==> config.mk <==
export PLATFORM = sky130hd
export DESIGN_NAME = sound_controller
export DESIGN_NICKNAME = d
export VERILOG_FILES = /design/src/rtl/sound_controller.sv
export SDC_FILE = /design/constraint.sdc
export NUM_CORES = 1
export LEC_CHECK = 0
export CORE_ASPECT_RATIO = 0.7
export CORE_MARGIN = 2
export CORE_UTILIZATION = 30
export DETAILED_ROUTE_END_ITERATION = 7
export GPL_TIMING_DRIVEN = 0
export PLACE_DENSITY = 0.46
export RECOVER_POWER = 25
export SYNTH_ARGS = -nofsm -noshare
export SYNTH_HDL_FRONTEND = slang
export SYNTH_SLANG_ARGS = --single-unit
export TNS_END_PERCENT = 10
==> constraint.sdc <==
create_clock -name clk -period 5.85 [get_ports clk]
set_input_delay 1.17 -clock clk [delete_from_list [all_inputs] [get_ports clk]]
set_output_delay 1.17 -clock clk [all_outputs]
set_load 0.01 [all_outputs]
==> src/rtl/sound_controller.sv <==
// Game sound sequencer: wall/hit/goal tones with priority preemption,
// goal as two tones separated by a silent gap, and a speaker mute.
module sound_controller #(
    parameter int unsigned HIT_HALF   = 25000,
    parameter int unsigned WALL_HALF  = 50000,
    parameter int unsigned GOAL_HALF1 = 12500,
    parameter int unsigned GOAL_HALF2 = 25000,
    parameter int unsigned HIT_LEN    = 1250000,
    parameter int unsigned WALL_LEN   = 625000,
    parameter int unsigned GOAL_LEN   = 2500000,
    parameter int unsigned GAP_LEN    = 500000
) (
    input  logic       clk,
    input  logic       rst,
    input  logic       hit,
    input  logic       wall,
    input  logic       goal,
    input  logic       mute,
    output logic       speaker,
    output logic       busy,
    output logic [1:0] sound_id
);

    typedef enum logic [2:0] {
        IDLE, WALL, HIT, GOAL1, GAP, GOAL2
    } state_t;

    state_t      state, nstate;
    logic [16:0] hcnt, nhcnt;
    logic [21:0] dcnt, ndcnt;
    logic        phase, nphase;
    logic [1:0]  cur_pri, evt_pri;
    logic [16:0] half_m1;
    logic [21:0] len_m1;
    state_t      after;

    always_comb begin
        evt_pri = 2'd0;
        if (goal)      evt_pri = 2'd3;
        else if (hit)  evt_pri = 2'd2;
        else if (wall) evt_pri = 2'd1;
    end

    // Per-state tone period, duration and successor.
    always_comb begin
        cur_pri = 2'd3;
        half_m1 = 17'(GOAL_HALF1 - 1);
        len_m1  = 22'(GOAL_LEN - 1);
        after   = GAP;
        unique case (state)
            IDLE: cur_pri = 2'd0;
            WALL: begin
                cur_pri = 2'd1;
                half_m1 = 17'(WALL_HALF - 1);
                len_m1  = 22'(WALL_LEN - 1);
                after   = IDLE;
            end
            HIT: begin
                cur_pri = 2'd2;
                half_m1 = 17'(HIT_HALF - 1);
                len_m1  = 22'(HIT_LEN - 1);
                after   = IDLE;
            end
            GOAL1: ;
            GAP: begin
                len_m1 = 22'(GAP_LEN - 1);
                after  = GOAL2;
            end
            GOAL2: begin
                half_m1 = 17'(GOAL_HALF2 - 1);
                after   = IDLE;
            end
            default: ;
        endcase
    end

    always_comb begin
        nstate = state;
        nhcnt  = hcnt;
        ndcnt  = dcnt;
        nphase = phase;
        if (evt_pri != 2'd0 && evt_pri >= cur_pri) begin
            nhcnt  = '0;
            ndcnt  = '0;
            nphase = 1'b0;
            unique case (evt_pri)
                2'd3:    nstate = GOAL1;
                2'd2:    nstate = HIT;
                default: nstate = WALL;
            endcase
        end else if (state != IDLE) begin
            if (dcnt == len_m1) begin
                nstate = after;
                nhcnt  = '0;
                ndcnt  = '0;
                nphase = 1'b0;
            end else begin
                ndcnt = dcnt + 22'd1;
                if (state == GAP) begin
                    nphase = 1'b0;
                end else if (hcnt == half_m1) begin
                    nhcnt  = '0;
                    nphase = ~phase;
                end else begin
                    nhcnt = hcnt + 17'd1;
                end
            end
        end
    end

    // Outputs are registered from next-state so they align with the FSM.
    always_ff @(posedge clk) begin
        if (rst) begin
            state    <= IDLE;
            hcnt     <= '0;
            dcnt     <= '0;
            phase    <= 1'b0;
            speaker  <= 1'b0;
            busy     <= 1'b0;
            sound_id <= 2'b00;
        end else begin
            state   <= nstate;
            hcnt    <= nhcnt;
            dcnt    <= ndcnt;
            phase   <= nphase;
            speaker <= nphase & ~mute;
            busy    <= (nstate != IDLE);
            unique case (nstate)
                IDLE:    sound_id <= 2'b00;
                WALL:    sound_id <= 2'b01;
                HIT:     sound_id <= 2'b10;
                default: sound_id <= 2'b11;
            endcase
        end
    end

endmodule

==> impl_metrics.env <==
export IMPL_status="finished clean"
export IMPL_drt_initial_drc_count=115
export IMPL_ant_nets=0
export IMPL_tns_ps=0
export IMPL_wl_um=6641
export IMPL_via_per_inst=5.083
export IMPL_routedWlPerCell_um=14.50
export IMPL_setup_violations=0
export IMPL_cts_sinks=47
export IMPL_maxSlewViolCount=0
export IMPL_worst_path_buf_inv=4
export IMPL_yosysSeqAreaShare_pct=36.22
export IMPL_r2r_setup_slack_ps=2800
export IMPL_htree_levels=2
export IMPL_slew_headroom_pct=54.47
export IMPL_start_util_pct=30.76
export IMPL_crit_path_end_kind="flip-flop"
export IMPL_fin_crit_ps=3823
export IMPL_num_vias=2328
export IMPL_hold_buffers=0
export IMPL_timing_hold_ws_ps=475.7
export IMPL_yosysTopAreaCell="dfxtp_1"
export IMPL_yosys_warnings=0
export IMPL_grt_pass1_vias=2157
export IMPL_critPathKind="in2reg"
export IMPL_synthFlopType="dfxtp_1"
export IMPL_die_x_um=115.2
export IMPL_cts_resized_gates=0
export IMPL_worst_slew_pin_slew_ps=683.0
export IMPL_path_cells="dlygate4sd3_1 > inv_1 > a21oi_1 > ha_1 > nand2b_1 > a21oi_1 > a21oi_1 > or2_2 > clkbuf_1 > a21o_1 > buf_1 > nor2_1"
export IMPL_cts_buffers=5
export IMPL_crit_slowest_cell="dlygate4sd3_1"
export IMPL_min_period_over_period_pct=65.36
export IMPL_rsz0062_at_grt="false"
export IMPL_final_cell_mix="47 x dfxtp_1, 38 x nor2_1, 24 x a21oi_1"
export IMPL_post_dp_hpwl_um=4840
export IMPL_hp_start="dcnt[1]"
export IMPL_cp_arrival_ps=4040
export IMPL_rows=28
export IMPL_cp_common_cell="a21oi_1"
export IMPL_synth_net_count=331
export IMPL_cts_tree="yes"
export IMPL_cts_root_buffer="clkbuf_16"
export IMPL_remaining_drc_errors=0
export IMPL_ys_ff_latch=47
export IMPL_grt_use_met1_pct=24.58
export IMPL_start_kind="primary input"
export IMPL_max_stage_delay_ps=540
export IMPL_synth_area_um2=2597
export IMPL_synth_distinct_cells=51
export IMPL_grt_max_degree=16
export IMPL_powerDensity_nw_per_um2=242.5
export IMPL_overflow=0
export IMPL_critPathTopFamily="buffers and inverters"
export IMPL_grt_util_all_layers_pct=15.23
export IMPL_fin_total_pwr_uw=723.2
export IMPL_place_gp_congestion=0.7943
export IMPL_grt_busiest_layer="met1"
export IMPL_drive_gt1_share_pct=5.917
export IMPL_hp_class="reg2reg"
export IMPL_post_cts_setup_buffers=0
export IMPL_fillers=911
export IMPL_critPathLaunch="hit"
export IMPL_area_delta_synth_final_pct=14.84
export IMPL_worstPathRequired_ps=6070
export IMPL_ff2ff_path_depth=13
export IMPL_use_met2_pct=20.24
export IMPL_hold_depth=2
export IMPL_core_area_um2=8443
export IMPL_fmaxAchievable_mhz=261.5
export IMPL_n_antenna_cell=0
export IMPL_fin_nets=347
export IMPL_met3_usage_pct=3.100
export IMPL_die_h_um=81.85
export IMPL_finalHoldViolations=0
export IMPL_avgSynthCellArea_um2=8.092
export IMPL_ir_drop_mv=0.1359
export IMPL_max_cap_viol_count=0
export IMPL_async_flop_share_pct=0
export IMPL_firstDrtPassIters=5
export IMPL_cp_depth=12
export IMPL_grt_pass1_wl_um=11240
export IMPL_clk_latency_ps=290
export IMPL_p_leak_nw=1.022
export IMPL_die_area_um2=9430
export IMPL_num_io_pins=10
export IMPL_synth_cells=321
export IMPL_skew_ps=6.313
export IMPL_clk_pin_slew_ps=70
export IMPL_port_buffers=9
export IMPL_antenna_found_initial=0
export IMPL_synth_edf_count=0
export IMPL_rr_startpoint="state[2]"
export IMPL_path_max_fanout=10
export IMPL_mostFrequentLayoutCell="dfxtp_1"
export IMPL_clockBufferDepth=2
export IMPL_synth_area_leaders="dfxtp_1 36%, nor2_1 5.5%, xor2_1 5.1%"
export IMPL_synth_top_area_share_pct=36.22
==> cells in the mapped netlist, types with 2 or more instances <==
cell	number
nor2_1	38
a311oi_1	3
nor3b_1	3
o211ai_1	2
nor4bb_1	2
a211oi_1	2
o211a_1	2
buf_6	2
o21bai_1	2
or4b_1	3
dfxtp_1	47
or4_1	5
nand3b_1	6
nor3_1	12
mux2i_1	3
o21ai_0	18
o2111a_1	2
buf_2	5
nand3_1	18
a21o_1	3
ha_1	4
nor4_1	2
nand2_1	21
nand2b_1	5
a221oi_1	2
buf_1	2
inv_1	9
nand4b_1	2
nor4b_1	2
clkbuf_1	7
nand4_1	10
and3_1	10
xor2_1	15
a21oi_1	24
or3_1	7
xnor2_1	6
==> worst paths after layout <==
kind / end
min reg2reg: dcnt[1]
max: dcnt[0]
max reg2reg: dcnt[0]
min: dcnt[1]
==> worst register-to-register path: cells and delay by family (launching register included) <==
family	cells	cell delay, ps
buffers and inverters	5	1020
and+or+nand+nor	4	760
AOI/OAI and AO/OA	3	650
DFF	1	290
adders and majority gates	1	260
==> routing by layer <==
layer  vias up  part of all wire (%)
met5         -                     0
met4         0                  0.41
met3         2                   3.7
met2        42                    37
met1      1079                    58
li1       1205                     -
==> registers in the layout (all words and copies together) (netlist names) <==
name / flops
phase: 1
speaker: 1
hcnt: 17
state: 3
dcnt: 22
sound_id: 2
busy: 1
==> layout make-up <==
cell class	count	area [um^2]	share of cell area [%]
repair buffers	9	90.09	3.020
well taps	120	150.1	5.034
inverters	9	33.78	1.133
multi-input cells	249	1541	51.68
clock buffers	5	125.1	4.195
flip-flops and latches	47	940.9	31.54
clock inverters	3	20.02	0.6711
plain buffers	16	81.33	2.727
==> metrics by stage <==
| stage | cells | area, um^2 | util [%] | setup WS [ps] |
|---|---|---|---|---|
| final | 458 | 2983 | 35.33 | 2027 |
| after global routing | 458 | 2983 | 35.33 | 1680 |
| after CTS | 458 | 2983 | 35.33 | 2096 |
| after detailed placement | 450 | 2838 | 33.61 | 1814 |
| after global placement | 450 | 2838 | 33.61 | 1823 |
| after floorplan | 321 | 2597 | - | 2750 |
==> where the power goes <==
part           total [mW]  internal [mW]  switching (mW)  leakage, nW
clock network       0.284          0.158           0.126       0.0658
logic               0.107         0.0393          0.0673        0.576
registers           0.333          0.327         0.00554        0.380
total               0.723          0.524           0.199         1.02
==> logic make-up (layout without fill, tap and decap cells) <==
kind of cell	Yosys count	after routing	share of synthesized area (%)
AO/OA/AOI/OAI	66	66	15.90
multiplexers	3	3	1.156
buffers and inverters	25	42	4.432
XOR/XNOR	21	21	7.081
adder cells (fa/ha/maj)	4	4	1.927
AND/OR/NAND/NOR	155	155	33.29
flip-flops	47	47	36.22
Power figures use the tool's default switching activity.
